**src/rtl/result_packer_pkg.sv**
```systemverilog
`default_nettype none
// ============================================================================
// Module   : result_packer_pkg
// Brief    : Shared op-code constants, op-to-chunk-count lookup, packer state
//            encoding and output-word field offsets for result_packer.
// Revision : 1.0 - initial release
// ============================================================================
package result_packer_pkg;

  // Op codes that qualify a result; any other value is unknown
  localparam logic [2:0] c_OP_ADD   = 3'b001;
  localparam logic [2:0] c_OP_MUL   = 3'b010;
  localparam logic [2:0] c_OP_SHIFT = 3'b011;

  // Packer control states
  typedef enum logic [0:0] {
    ST_IDLE = 1'b0,
    ST_SEND = 1'b1
  } state_t;

  // Output word layout, LSB first: payload, idx, sel, last, app
  localparam int unsigned c_OFF_PAYLOAD = 0;

  function automatic int unsigned off_idx(input int unsigned data_w);
    return data_w;
  endfunction

  function automatic int unsigned off_sel(input int unsigned data_w, input int unsigned idx_w);
    return data_w + idx_w;
  endfunction

  function automatic int unsigned off_last(input int unsigned data_w, input int unsigned idx_w);
    return data_w + idx_w + 1;
  endfunction

  function automatic int unsigned off_app(input int unsigned data_w, input int unsigned idx_w);
    return data_w + idx_w + 2;
  endfunction

  // Words per result for an op code; zero marks an unknown op code
  function automatic int unsigned op_chunks(input logic [7:0] op);
    case (op)
      {5'd0, c_OP_ADD}:   return 2;
      {5'd0, c_OP_MUL}:   return 4;
      {5'd0, c_OP_SHIFT}: return 2;
      default:            return 0;
    endcase
  endfunction

endpackage
`default_nettype wire

```
**src/rtl/result_packer_if.sv**
```systemverilog
`default_nettype none
// ============================================================================
// Module   : result_packer_if
// Brief    : Result capture and output-word handshake bundle for
//            result_packer. The slave modport is the packer's view.
// Revision : 1.0 - initial release
// ============================================================================
interface result_packer_if #(
  parameter int DATA_W     = 40,
  parameter int MAX_CHUNKS = 4,
  parameter int APP_W      = 3,
  parameter int IDX_W      = 3
);
  logic [DATA_W*MAX_CHUNKS-1:0]      result;
  logic [APP_W-1:0]                  app;
  logic                              sel;
  logic                              done;
  logic                              in_ready;
  logic [APP_W+2+IDX_W+DATA_W-1:0]   out_data;
  logic                              out_valid;
  logic                              out_ready;

  modport master (
    output result, app, sel, done, out_ready,
    input  in_ready, out_data, out_valid
  );

  modport slave (
    input  result, app, sel, done, out_ready,
    output in_ready, out_data, out_valid
  );
endinterface
`default_nettype wire

```
**src/rtl/packer_chunk_mux.sv**
```systemverilog
`default_nettype none
// ============================================================================
// Module   : packer_chunk_mux
// Brief    : Selects the DATA_W payload for word k of an n-word result,
//            most significant chunk first.
// Revision : 1.0 - initial release
// ============================================================================
module packer_chunk_mux #(
  parameter int DATA_W     = 40,
  parameter int MAX_CHUNKS = 4,
  parameter int IDX_W      = 3
) (
  input  wire logic [DATA_W*MAX_CHUNKS-1:0] data,
  input  wire logic [IDX_W:0]               n,
  input  wire logic [IDX_W-1:0]             k,
  output logic      [DATA_W-1:0]            payload
);
  localparam int POS_W = IDX_W + 1;

  logic [DATA_W-1:0] w_chunk [MAX_CHUNKS];
  logic [POS_W-1:0]  w_pos;

  genvar gi;
  for (gi = 0; gi < MAX_CHUNKS; gi++) begin : g_chunk
    assign w_chunk[gi] = data[gi*DATA_W +: DATA_W];
  end

  // Chunk position counted from the LSB end; wraps out of range when n is 0
  assign w_pos = n - {1'b0, k} - POS_W'(1);

  // Pick the chunk at w_pos, zero when no chunk matches
  always_comb begin
    payload = '0;
    for (int i = 0; i < MAX_CHUNKS; i++) begin
      if (w_pos == POS_W'(i)) payload = w_chunk[i];
    end
  end
endmodule
`default_nettype wire

```
**src/rtl/result_packer.sv**
```systemverilog
`default_nettype none
// ============================================================================
// Module   : result_packer
// Brief    : Captures a wide signed result with its op code and streams it as
//            N tagged words {app, last, sel, idx, payload}, MSB chunk first.
//            Optional sticky err output under macro RESULT_PACKER_ERR_EN.
// Revision : 1.0 - initial release
// ============================================================================
module result_packer
  import result_packer_pkg::*;
#(
  parameter int DATA_W     = 40,
  parameter int MAX_CHUNKS = 4,
  parameter int APP_W      = 3,
  parameter int IDX_W      = 3
) (
  input  wire logic       clk,
  input  wire logic       rst_n,
  result_packer_if.slave  bus
`ifdef RESULT_PACKER_ERR_EN
  ,
  output logic            err
`endif
);
  localparam int CNT_W = IDX_W + 1;
  localparam int WORD_W = APP_W + 2 + IDX_W + DATA_W;
  localparam int unsigned c_IDX_LSB  = off_idx(DATA_W);
  localparam int unsigned c_SEL_LSB  = off_sel(DATA_W, IDX_W);
  localparam int unsigned c_LAST_LSB = off_last(DATA_W, IDX_W);
  localparam int unsigned c_APP_LSB  = off_app(DATA_W, IDX_W);

  state_t                        r_state;
  state_t                        w_state_nxt;
  logic [DATA_W*MAX_CHUNKS-1:0]  r_result;
  logic [APP_W-1:0]              r_app;
  logic                          r_sel;
  logic [IDX_W-1:0]              r_k;
  logic [CNT_W-1:0]              r_n;
  logic [CNT_W-1:0]              w_n_in;
  logic                          w_known;
  logic                          w_capture;
  logic                          w_accept;
  logic                          w_last;
  logic [DATA_W-1:0]             w_payload;
  logic [WORD_W-1:0]             w_word;

  assign w_n_in   = CNT_W'(op_chunks(8'(bus.app)));
  assign w_known  = (w_n_in != '0);
  assign w_last   = ({1'b0, r_k} == (r_n - CNT_W'(1)));
  assign w_accept = (r_state == ST_SEND) && bus.out_ready;

  // State register
  always_ff @(posedge clk or negedge rst_n) begin
    if (!rst_n) r_state <= ST_IDLE;
    else        r_state <= w_state_nxt;
  end

  // Next state: capture known ops in IDLE, leave SEND once the last word is taken
  always_comb begin
    w_state_nxt = r_state;
    w_capture   = 1'b0;
    case (r_state)
      ST_IDLE: begin
        if (bus.done && w_known) begin
          w_capture   = 1'b1;
          w_state_nxt = ST_SEND;
        end
      end
      ST_SEND: begin
        if (bus.out_ready && w_last) w_state_nxt = ST_IDLE;
      end
      default: w_state_nxt = ST_IDLE;
    endcase
  end

  // Capture registers and word counter; inputs are frozen for the whole transfer
  always_ff @(posedge clk or negedge rst_n) begin
    if (!rst_n) begin
      r_result <= '0;
      r_app    <= '0;
      r_sel    <= 1'b0;
      r_n      <= '0;
      r_k      <= '0;
    end else if (w_capture) begin
      r_result <= bus.result;
      r_app    <= bus.app;
      r_sel    <= bus.sel;
      r_n      <= w_n_in;
      r_k      <= '0;
    end else if (w_accept) begin
      r_k <= w_last ? '0 : r_k + IDX_W'(1);
    end
  end

  packer_chunk_mux #(
    .DATA_W     (DATA_W),
    .MAX_CHUNKS (MAX_CHUNKS),
    .IDX_W      (IDX_W)
  ) u_chunk_mux (
    .data    (r_result),
    .n       (r_n),
    .k       (r_k),
    .payload (w_payload)
  );

  // Assemble the tagged output word from the frozen capture
  always_comb begin
    w_word = '0;
    w_word[c_OFF_PAYLOAD +: DATA_W] = w_payload;
    w_word[c_IDX_LSB +: IDX_W]      = r_k;
    w_word[c_SEL_LSB]               = r_sel;
    w_word[c_LAST_LSB]              = w_last;
    w_word[c_APP_LSB +: APP_W]      = r_app;
  end

  assign bus.out_valid = (r_state == ST_SEND);
  assign bus.in_ready  = (r_state == ST_IDLE);
  assign bus.out_data  = (r_state == ST_SEND) ? w_word : '0;

`ifdef RESULT_PACKER_ERR_EN
  logic r_err;

  // Sticky flag: done while busy (overrun) or done with an unknown op code
  always_ff @(posedge clk or negedge rst_n) begin
    if (!rst_n) r_err <= 1'b0;
    else if (bus.done && ((r_state == ST_SEND) || !w_known)) r_err <= 1'b1;
  end

  assign err = r_err;
`endif
endmodule
`default_nettype wire

```
**src/flat_wrapper.sv**
```systemverilog
// flat-port wrapper written by rule: the top's interface ports become plain ports
module result_packer_flat import result_packer_pkg::*;
#(
  parameter int DATA_W     = 40,
  parameter int MAX_CHUNKS = 4,
  parameter int APP_W      = 3,
  parameter int IDX_W      = 3
)
  (clk, rst_n, bus_result, bus_app, bus_sel, bus_done, bus_out_ready, bus_in_ready, bus_out_data, bus_out_valid);
  result_packer_if #(.DATA_W(DATA_W), .MAX_CHUNKS(MAX_CHUNKS), .APP_W(APP_W), .IDX_W(IDX_W)) bus_i ();
  input  wire logic clk;
  input  wire logic rst_n;
  input wire logic [$bits(bus_i.result)-1:0] bus_result;
  input wire logic [$bits(bus_i.app)-1:0] bus_app;
  input wire logic [$bits(bus_i.sel)-1:0] bus_sel;
  input wire logic [$bits(bus_i.done)-1:0] bus_done;
  input wire logic [$bits(bus_i.out_ready)-1:0] bus_out_ready;
  output wire logic [$bits(bus_i.in_ready)-1:0] bus_in_ready;
  output wire logic [$bits(bus_i.out_data)-1:0] bus_out_data;
  output wire logic [$bits(bus_i.out_valid)-1:0] bus_out_valid;
  assign bus_i.result = bus_result;
  assign bus_i.app = bus_app;
  assign bus_i.sel = bus_sel;
  assign bus_i.done = bus_done;
  assign bus_i.out_ready = bus_out_ready;
  assign bus_in_ready = bus_i.in_ready;
  assign bus_out_data = bus_i.out_data;
  assign bus_out_valid = bus_i.out_valid;
  result_packer #(.DATA_W(DATA_W), .MAX_CHUNKS(MAX_CHUNKS), .APP_W(APP_W), .IDX_W(IDX_W)) u_core (.clk(clk), .rst_n(rst_n), .bus(bus_i));
endmodule
```
**config.mk**
```make
export PLATFORM = sky130hd
export DESIGN_NAME = result_packer_flat
export DESIGN_NICKNAME = d
export VERILOG_FILES = /design/src/rtl/result_packer_pkg.sv /design/src/rtl/result_packer_if.sv /design/src/rtl/packer_chunk_mux.sv /design/src/rtl/result_packer.sv /design/src/flat_wrapper.sv
export SDC_FILE = /design/constraint.sdc
export NUM_CORES = 1
export LEC_CHECK = 0
export ABC_AREA = 1
export CORE_MARGIN = 3
export CORE_UTILIZATION = 50
export DETAILED_ROUTE_END_ITERATION = 12
export GPL_TIMING_DRIVEN = 0
export MAX_ROUTING_LAYER = met4
export PLACE_DENSITY_LB_ADDON = 0.2
export SETUP_SLACK_MARGIN = 0.1
export SLEW_MARGIN = 0
export SYNTH_ARGS = -nofsm -noshare
export SYNTH_HDL_FRONTEND = slang
export SYNTH_SLANG_ARGS = --single-unit
```
**constraint.sdc**
```tcl
create_clock -name clk -period 3.1 [get_ports clk]
set_input_delay 0.62 -clock clk [delete_from_list [all_inputs] [get_ports clk]]
set_output_delay 0.62 -clock clk [all_outputs]
set_load 0.01 [all_outputs]
```
==> results of run 1 <==
==> sequential cells by signal (all words and copies together) (netlist names) <==
| register | cells |
|---|---|
| u_core.r_sel | 1 |
| u_core.r_app | 3 |
| u_core.r_result | 160 |
| u_core.bus.out_valid | 1 |
| u_core.r_n | 2 |
| u_core.r_k | 3 |
==> synth_stat cells, drive strengths merged (3+ instances only) <==
cell	count	area share
nand2	331	0.15
inv	264	0.12
o21ai	221	0.13
dfrtp	170	0.50
nor2	45	0.020
buf	41	0.034
clkbuf	25	0.011
o211ai	24	0.021
nand3	23	0.014
ha	3	0.0044
==> report_power, final <==
| group | internal (W) | switching (W) |
|---|---|---|
| Sequential | 0.00324 | 0.000602 |
| Combinational | 0.00260 | 0.00356 |
| Clock | 0.00149 | 0.000872 |
| Total | 0.00732 | 0.00503 |
==> critical path: cells and delay by family (launching register included) <==
family	cells	cell delay, ps
DFF	1	390
buffers and inverters	5	610
AOI/OAI and AO/OA	1	120
and+or+nand+nor	4	410
adders and majority gates	2	640
==> layout make-up <==
type | count | area, sq um | share of cell area
inverters | 264 | 998.5 | 0.08233
clock inverters | 7 | 163.9 | 0.01351
plain buffers | 66 | 543.0 | 0.04477
repair buffers | 244 | 2273 | 0.1875
multi-input cells | 651 | 3141 | 0.2589
flip-flops and latches | 170 | 4255 | 0.3509
well taps | 220 | 275.3 | 0.02270
clock buffers | 23 | 478.0 | 0.03941
==> cell families (layout without fill, tap and decap cells) <==
family,count (synthesis),after routing,synth area share
buf+inv,330,604,0.1609
flops,170,170,0.4985
compound gates,246,246,0.1518
xor+xnor,1,1,0.001027
fa+ha+maj,4,4,0.006745
simple gates,400,400,0.1811
==> metal layers <==
metal,vias to the layer above,GRT usage
li1,3998,-
met1,3870,0.3702
met5,-,-
met2,315,0.5016
met4,0,0.09518
met3,50,0.04596
==> stage by stage <==
step                      instances    util  total power, W  setup TNS (ps)
after floorplan                1151       -        0.006744               0
after global placement         1588  0.6598        0.008986         -944030
after detailed placement       1589  0.6618        0.009148           -8521
after CTS                      1633  0.7216         0.01197           -3375
after global routing           1645  0.7287         0.01317           -5363
final                          1645  0.7287         0.01235           -2359
==> what timing repair did <==
| action | in CTS | in global routing |
|---|---|---|
| gates cloned | 3 | 1 |
| resized for setup | 263 | 62 |
| setup buffers | 11 | 12 |
| pin swaps | 10 | 27 |
| setup endpoints to repair | 40 | 41 |
==> how the worst max path moves through the flow <==
stage | cells past startpoint | slack (ps) | endpoint
floorplan | 10 | 640 | bus_out_data[10]
global placement | 1 | -5520 | u_core.r_result[85]
detailed placement | 11 | -360 | bus_out_data[36]
CTS | 11 | -170 | bus_out_data[4]
global route | 11 | -190 | bus_out_data[20]
finish | 12 | -120 | bus_out_data[35]
==> impl_results.md, run 1 <==
* Worst setup path start: u_core.r_k[1]
* Die ar. at 18670 sq um
* Post-synthesis async set-or-reset flop share at 1.000
* Via/cell ratio at 5.005
* Io pins at 218
* FF-to-FF setup slack at 1500 ps
* # setup viols final at 37
* Gate count of the mapped netlist at 1151
* Status: finished with violations
* Die height at 136.6 um
* Hold WS at 135.5 ps
* Vias at 8233
* Clk Latency, worst-skew pair at 430 ps
* Core Area at 16640 sq um
* Final nets at 1586
* Row Count at 47
* Hold crit path type: primary input to asynchronous set/reset pin
* Share of layout cells above drive strength 1 at 0.1411
* Commonest non-fill, non-tap cells in the layout: 310 x nand2_1, 260 x inv_1, 175 x clkdlybuf4s50_1, 169 x dfrtp_1, 129 x o21ai_1
* DR WL met3 at 1751 um
* Startpoint types: register
* Clock sink count at 170
* Starting DRC count in detailed routing at 578
* CP endpoint kind: output pin
* Top Layer Used: met4
* Max-Cap Viols at 0
* CTS buffer count at 17
* Actual slew at the worst max-slew pin at 655.7 ps
* Area Overhead vs Synth at 42.13%
* Relative slew margins at 0.5628
* Lkg Pwr at 6.580 nW
* Routed Antenna Nets at 0
* Grt ovf at 0
* # fillers at 1317
* Syn Std Cell Area at 8533 sq um
* Starting Density at 0.5127
* Most common cell after layout, fill and taps aside: nand2_1
* Final period utilization at 1.039
* Fin Clk Skew at 9.251 ps
* TritonCTS clock tree: done
* 1st-pass router iterations at 5
* Routed wl met2 at 13460 um
* Clk Tree Root Cell: clkbuf_16
* CP cell instances: inv_1, ha_2, fa_2, inv_2, nand2_2, nor2_4, nand2_4, clkbuf_8, buf_6, o21ai_4, nor2_1, buf_2
* Total of warnings raised by yosys at 0
* Mapped Nets at 1323
* Post-place setup slack at -362.1 ps
* Design Area, Final at 12130 sq um
* # H-tree levels at 4
* DRC viols at 0
* Initial antenna violation count at 0
* Critical path type: register to output pin
* Unrepaired setup endpoints after global routing: true
* Sequential share of the synthesized area at 0.4985
* Tot GR Track Use at 0.2976
* Port bufs at 217
* Maximum VDD drop at 0.0006353 V
* Area post-placement at 11010 sq um
* Top_reg_cell synth: dfrtp_1
* Antenna Cells at 0
* Setup WS post-layout at -121.5 ps
* Vias in the first global route at 8193
* Fin. Hold Viols at 0
* CP Max Fanout at 6
* Detailed placer's ending HPWL at 19040 um
* Post-synthesis register bit count at 170
* Fmax at 0.3104 GHz
* Metal-1 WL at 10870 um
* Cell with the largest stage delay on the worst path: fa_2
* Die X at 136.6 um
* First-pass GRT wire length at 41090 um
* Clock slew at reported path FFs at 60 ps
* EDFF count, synth at 0
* R2r worst-path depth at 5
* RR Startpoint: u_core.bus.out_valid
* Failing checks: setup timing
* Reg2reg end: u_core.r_result[72]
* Bufs on Longest Clock Path at 2
* Total Wirelength at 26790 um
* CP peak stage delay at 470 ps
* Max-slew violations at 0
* Critical Path RT at 2480 ps
* Power Dens Cells at 1019 nW/um^2
* Count of hold-fix buffers inserted at cts at 0
* Final GP Congestion at 0.8921
* Syn Area/Cell at 7.414 sq um
* Distinct cell type count after synthesis at 22
* Post-layout min period at 3221 ps
* WL/cell at 16.28 um
* Worst Path Arrival at 2600 ps
* Pin count of the biggest net entering global routing at 104
Note: power is estimated with default switching activity, not from simulation.
==> inputs of run 2 (changes only) <==
--- a/config.mk
+++ b/config.mk
@@ -13,7 +13,7 @@
 export MAX_ROUTING_LAYER = met4
 export PLACE_DENSITY_LB_ADDON = 0.2
 export SETUP_SLACK_MARGIN = 0.1
-export SLEW_MARGIN = 0
+export SLEW_MARGIN = 40
 export SYNTH_ARGS = -nofsm -noshare
 export SYNTH_HDL_FRONTEND = slang
 export SYNTH_SLANG_ARGS = --single-unit
==> run 2 against run 1 <==
The run still ends with setup timing left. Global-route usage fell by 0.80 points. Count of clock-buffer cells in the layout shrank 1. Sequential cell count is the same. Utilization barely moved. Combinational power shrank 1%. Register-to-register slack lost 20 ps. Total power down 1.6%. Sequential share of layout area about the same. Via count is 0.56% higher. Die area did not move. Critical endpoint is now bus_out_data[19]. Largest cell class unchanged. Largest power group unchanged.
==> impl_results.md, run 2 (synthesized netlist as in run 1, its figures left out) <==
* Clk Latency, worst-skew pair at 430 ps (about the same)
* Fmax at 0.3045 GHz (was 0.3104 GHz)
* Total Wirelength at 26620 um (was 26790 um)
* Final period utilization at 1.059 (was 1.039)
* # H-tree levels at 4 (unchanged)
* Largest registers: u_core.r_result (160), u_core.r_app (3), u_core.r_k (3) (unchanged)
* Area post-placement at 11040 sq um (was 11010 sq um)
* CP cell instances: inv_1, ha_2, fa_2, nor2_4, buf_6, buf_6, buf_4, o211ai_1, nand2_1, nand2_1, nor2_1, buf_2 (was inv_1, ha_2, fa_2, inv_2, nand2_2, nor2_4, nand2_4, clkbuf_8, buf_6, o21ai_4, nor2_1, buf_2)
* Detailed placer's ending HPWL at 19280 um (was 19040 um)
* Failing checks: setup timing (unchanged)
* Non-Filler Instances at 1649 (was 1645)
* Bufs on Longest Clock Path at 2 (unchanged)
* Initial antenna violation count at 0 (unchanged)
* Commonest non-fill, non-tap cells in the layout: 315 x nand2_1, 259 x inv_1, 175 x clkdlybuf4s50_1, 170 x dfrtp_1, 130 x o21ai_1 (was 310 x nand2_1, 260 x inv_1, 175 x clkdlybuf4s50_1, 169 x dfrtp_1, 129 x o21ai_1)
* Power Dens Cells at 1001 nW/um^2 (was 1019 nW/um^2)
* Relative slew margins at 0.5991 (was 0.5628)
* Area Overhead vs Synth at 42.21% (was 42.13%)
* DRC viols at 0 (unchanged)
* Maximum VDD drop at 0.0005961 V (was 0.0006353 V)
* Grt ovf at 0 (unchanged)
* Hold crit path type: primary input to asynchronous set/reset pin (unchanged)
* CTS buffer count at 17 (unchanged)
* CP endpoint kind: output pin (unchanged)
* Tot GR Track Use at 0.2896 (was 0.2976)
* Io pins at 218 (unchanged)
* Die height at 136.6 um (unchanged)
* Actual slew at the worst max-slew pin at 601.3 ps (was 655.7 ps)
* Core Area at 16640 sq um (unchanged)
* Setup WS post-layout at -184.1 ps (was -121.5 ps)
* Startpoint types: register (unchanged)
* Critical Path RT at 2480 ps (about the same)
* CP peak stage delay at 480 ps (was 470 ps)
* Cells after DPL at 1590 (was 1589)
* Setup_tns at -3097 ps (was -2359 ps)
* Unrepaired setup endpoints after global routing: true (unchanged)
* Largest delay share family, worst path: adder cells (unchanged)
* Port bufs at 217 (unchanged)
* Critical path type: register to output pin (unchanged)
* Cell with the largest stage delay on the worst path: fa_2 (unchanged)
* Final nets at 1588 (was 1586)
* Routed Antenna Nets at 0 (unchanged)
* Count of hold-fix buffers inserted at cts at 0 (unchanged)
* 1st-pass router iterations at 5 (unchanged)
* Lkg Pwr at 6.572 nW (was 6.580 nW)
* First-pass GRT wire length at 40140 um (was 41090 um)
* Share of layout cells above drive strength 1 at 0.1358 (was 0.1411)
* Max-Cap Viols at 0 (unchanged)
* Final GP Congestion at 0.8921 (unchanged)
* # fillers at 1338 (was 1317)
* Design Area, Final at 12140 sq um (was 12130 sq um)
* Fin Clk Skew at 7.226 ps (was 9.251 ps)
* Vias in the first global route at 8050 (was 8193)
* Starting Density at 0.5127 (unchanged)
* FF-to-FF setup slack at 1480 ps (was 1500 ps)
* Vias at 8279 (was 8233)
* Row Count at 47 (unchanged)
* Max FFs per register at 160 (unchanged)
* Die X at 136.6 um (unchanged)
* TritonCTS clock tree: done (unchanged)
* Most common cell after layout, fill and taps aside: nand2_1 (unchanged)
* WL/cell at 16.14 um (was 16.28 um)
* Clock slew at reported path FFs at 60 ps (about the same)
* Via/cell ratio at 5.021 (was 5.005)
* Status: finished with violations (unchanged)
* Pin count of the biggest net entering global routing at 67 (was 104)
* Clock sink count at 170 (unchanged)
* Crit path buffers/inverters at 5 (unchanged)
* Worst Path Arrival at 2660 ps (was 2600 ps)
* Die ar. at 18670 sq um (unchanged)
* # setup viols final at 38 (was 37)
* Starting DRC count in detailed routing at 554 (was 578)
* Clk Tree Root Cell: clkbuf_16 (unchanged)
* Largest Register: u_core.r_result (unchanged)
* Max-slew violations at 0 (unchanged)
* Post-layout min period at 3284 ps (was 3221 ps)
* Fin. Hold Viols at 0 (unchanged)
* Antenna Cells at 0 (unchanged)
* CP Max Fanout at 6 (unchanged)
[run 2: power by group]
part           leakage [nW]  total (W)  internal [W]  switching, W
clock                 0.293    0.00222       0.00133      0.000891
sequential             2.12    0.00383       0.00324      0.000597
combinational          4.16    0.00609       0.00259       0.00350
[run 2: worst paths after layout]
kind,start,cells after the start,to
setup reg to reg,u_core.bus.out_valid,5,u_core.r_result[57]
max in group asynchronous,rst_n,2,u_core.r_result[115]
hold / removal,rst_n,1,u_core.r_result[27]
hold reg to reg,u_core.r_result[131],2,u_core.r_result[131]
setup / recovery,u_core.r_k[1],12,bus_out_data[19]
min in group clk,u_core.r_result[131],2,u_core.r_result[131]
[run 2: per-layer routing]
layer | track usage | part of all wire | routed length (um)
met1 | 0.3542 | 0.40 | 10670
met2 | 0.4847 | 0.50 | 13280
met3 | 0.04007 | 0.065 | 1736
met4 | 0.1209 | 0.035 | 930
met5 | - | 0 | 0
[run 2: timing repair]
item,in CTS,in global routing
setup endpoints to repair,42,41
buffers inserted,8,16
gates cloned,1,2
resized for setup,246,48
pin swaps,10,15
[run 2: cell type report]
class	count	area [sq um]	area share
multi-input cells	651	3092	0.2548
plain buffers	66	535.5	0.04413
inverters	264	998.5	0.08228
repair buffers	246	2366	0.1950
flip-flops and latches	170	4254	0.3506
clock inverters	10	140.1	0.01155
well taps	220	275.3	0.02268
clock buffers	22	474.2	0.03908
[run 2: per-stage QoR]
step | hold WS [ps] | setup slack (ps) | utilization | power (W)
floorplan | 324.4 | 635.3 | - | 0.006744
CTS | 100.1 | -164.3 | 0.7135 | 0.01164
finish | 86.07 | -184.1 | 0.7292 | 0.01215
global route | 116.8 | -255.1 | 0.7292 | 0.01295
global placement | 458.9 | -5525 | 0.6598 | 0.008986
detailed placement | 467.9 | -364.3 | 0.6634 | 0.009146
==> inputs of run 3 (changes only) <==
==> constraint.sdc (replaced) <==
create_clock -name clk -period 3.2 [get_ports clk]
set_input_delay 0.64 -clock clk [delete_from_list [all_inputs] [get_ports clk]]
set_output_delay 0.64 -clock clk [all_outputs]
set_load 0.01 [all_outputs]
==> run 3 against run 2 <==
The flow still finishes with violations (setup timing). Count of clock-buffer cells in the layout unchanged. Design area is 0.90% higher. Register-to-register slack gained 120 ps. Via count hardly changed. Utilization grew 0.65 points. Sequential power is 3% lower. Worst hold slack better by 24 ps. Sequential share of layout area fell by 0.30 points. Critical path depth down 1. Largest cell class unchanged.
==> impl_results.md, run 3 (synthesized netlist as in run 1, its figures left out) <==
* First-pass GRT wire length at 40150 um (was 40140 um)
* CP peak stage delay at 480 ps (about the same)
* Max-Cap Viols at 0 (unchanged)
* Routed Antenna Nets at 0 (unchanged)
* Share of layout cells above drive strength 1 at 0.1473 (was 0.1358)
* Count of hold-fix buffers inserted at cts at 0 (unchanged)
* # H-tree levels at 4 (unchanged)
* Tot GR Track Use at 0.2896 (about the same)
* Register share of total power at 0.313 (was 0.315)
* Clock sink count at 170 (unchanged)
* DRC viols at 0 (unchanged)
* Relative slew margins at 0.6010 (was 0.5991)
* Finished Core Util at 0.7357 (was 0.7292)
* Clock share of power at 0.181 (was 0.183)
* Fin. Hold Viols at 0 (unchanged)
* Setup WS post-layout at -80.96 ps (was -184.1 ps)
* Row Count at 47 (unchanged)
* Post-place setup slack at -284.3 ps (was -364.3 ps)
* WL/cell at 16.16 um (was 16.14 um)
* Starting Density at 0.5127 (unchanged)
* Final period utilization at 1.025
* Failing checks: setup timing (unchanged)
* Largest registers: u_core.r_result (160), u_core.r_app (3), u_core.r_k (3) (unchanged)
* Startpoint types: register (unchanged)
* Actual slew at the worst max-slew pin at 598.6 ps (was 601.3 ps)
* Commonest non-fill, non-tap cells in the layout: 308 x nand2_1, 260 x inv_1, 175 x clkdlybuf4s50_1, 169 x dfrtp_1, 129 x o21ai_1 (was 315 x nand2_1, 259 x inv_1, 175 x clkdlybuf4s50_1, 170 x dfrtp_1, 130 x o21ai_1)
* Die ar. at 18670 sq um (unchanged)
* Largest delay share family, worst path: adder cells (unchanged)
* Crit path buffers/inverters at 4 (was 5)
* # setup viols final at 28 (was 38)
* Grt ovf at 0 (unchanged)
* Maximum VDD drop at 0.0005813 V (was 0.0005961 V)
* CP endpoint kind: output pin (unchanged)
* Post-layout min period at 3281 ps
* Fmax at 0.3048 GHz
* Largest Register: u_core.r_result (unchanged)
* # fillers at 1319 (was 1338)
* Core Area at 16640 sq um (unchanged)
* Pin count of the biggest net entering global routing at 67 (unchanged)
* Cell with the largest stage delay on the worst path: fa_2 (unchanged)
* Starting DRC count in detailed routing at 527 (was 554)
* Detailed placer's ending HPWL at 19280 um (unchanged)
* Hold crit path type: primary input to asynchronous set/reset pin (unchanged)
* Clk Latency, worst-skew pair at 430 ps (about the same)
* Worst Path Arrival at 2640 ps (was 2660 ps)
* CP cell instances: inv_1, ha_2, fa_2, inv_2, nand2_2, nor2_4, nand2_4, buf_8, o21ai_1, nor2_1, dlygate4sd2_1 (was inv_1, ha_2, fa_2, nor2_4, buf_6, buf_6, buf_4, o211ai_1, nand2_1, nand2_1, nor2_1, buf_2)
* Bufs on Longest Clock Path at 2 (unchanged)
* Max FFs per register at 160 (unchanged)
* 1st-pass router iterations at 5 (unchanged)
* Total Wirelength at 26690 um (was 26620 um)
* TritonCTS clock tree: done (unchanged)
* CTS buffer count at 17 (unchanged)
* Power Dens Cells at 970.9 nW/um^2 (was 1001 nW/um^2)
* Final GP Congestion at 0.8921 (unchanged)
* CP Max Fanout at 10 (was 6)
* Initial antenna violation count at 0 (unchanged)
* Combinational share of power at 0.506 (was 0.502)
* Status: finished with violations (unchanged)
* Vias at 8273 (was 8279)
* Io pins at 218 (unchanged)
* Critical Path RT at 2560 ps (was 2480 ps)
* Lkg Pwr at 6.612 nW (was 6.572 nW)
* Vias in the first global route at 8053 (was 8050)
* Int Pwr at 0.006991 W (was 0.007164 W)
* Clock slew at reported path FFs at 60 ps (about the same)
* Critical path type: register to output pin (unchanged)
* Via/cell ratio at 5.008 (was 5.021)
* Sw Pwr at 0.004898 W (was 0.004988 W)
* Unrepaired setup endpoints after global routing: true (unchanged)
* Hold WS at 110.3 ps (was 86.07 ps)
* Die X at 136.6 um (unchanged)
* Final nets at 1591 (was 1588)
* Die height at 136.6 um (unchanged)
* Sw frac at 0.4120 (was 0.4105)
* Most common cell after layout, fill and taps aside: nand2_1 (unchanged)
* Antenna Cells at 0 (unchanged)
* Max-slew violations at 0 (unchanged)
* Area Overhead vs Synth at 43.49% (was 42.21%)
* Fin Clk Skew at 7.682 ps (was 7.226 ps)
* Clk Tree Root Cell: clkbuf_16 (unchanged)
* Port bufs at 217 (unchanged)
## run 3: cell types whose count changed in the layout (fill, tap and decap cells not counted), sizes merged
cell           previous run  this run
buf                      98       102
clkbuf                   50        51
clkdlybuf4s15             7         5
## run 3: worst paths after layout
check                                  endpoint  depth (start not counted)  slack [ps]                 start
max in group asynchronous  u_core.r_result[133]                          2        2420                 rst_n
min in group clk           u_core.r_result[130]                          2         490  u_core.r_result[130]
setup reg to reg            u_core.r_result[57]                          5        1600  u_core.bus.out_valid
hold / removal              u_core.r_result[27]                          1         110                 rst_n
setup / recovery               bus_out_data[27]                         11         -80         u_core.r_k[1]
hold reg to reg            u_core.r_result[130]                          2         490  u_core.r_result[130]
## run 3: power by group through the flow
stage | Combinational [W] | Clock, W | Sequential, W
after global placement | 0.00507 | 0 | 0.00364
after CTS | 0.00542 | 0.00216 | 0.00368
after global routing | 0.00661 | 0.00225 | 0.00383
after detailed placement | 0.00518 | 0 | 0.00368
final | 0.00602 | 0.00215 | 0.00372
after floorplan | 0.00299 | 0 | 0.00354
## run 3: what timing repair did
item,CTS,global route
endpoints found under the setup margin,40,47
gates resized for setup,244,78
endpoints found under the hold margin,0,0
pin swaps,12,18
setup buffers,8,17
gates cloned,1,4
## run 3: metrics by stage
stage | area, sq um | total power (W) | TNS (ps) | cells
floorplan | 8533 | 0.006533 | 0 | 1151
detailed placement | 11040 | 0.008860 | -5026 | 1590
global placement | 10980 | 0.008705 | -927230 | 1588
finish | 12240 | 0.01189 | -896.2 | 1652
global route | 12240 | 0.01268 | -3435 | 1652
CTS | 11870 | 0.01127 | -751.6 | 1631
## run 3: cell type report
class | instances | area [sq um] | area share
Multi-Input combinational cell | 651 | 3143 | 0.2567
Buffer | 66 | 533.0 | 0.04353
Clock buffer | 22 | 474.2 | 0.03873
Tap cell | 220 | 275.3 | 0.02248
Inverter | 264 | 998.5 | 0.08155
Timing Repair Buffer | 249 | 2425 | 0.1980
Sequential cell | 170 | 4255 | 0.3475
Clock inverter | 10 | 140.1 | 0.01144
## run 3: layer usage
layer	vias up	part of all wire	track usage
li1	4006	-	-
met1	3873	0.40	0.3542
met2	335	0.50	0.4844
met3	59	0.064	0.04007
met4	0	0.033	0.1209
met5	-	0	-
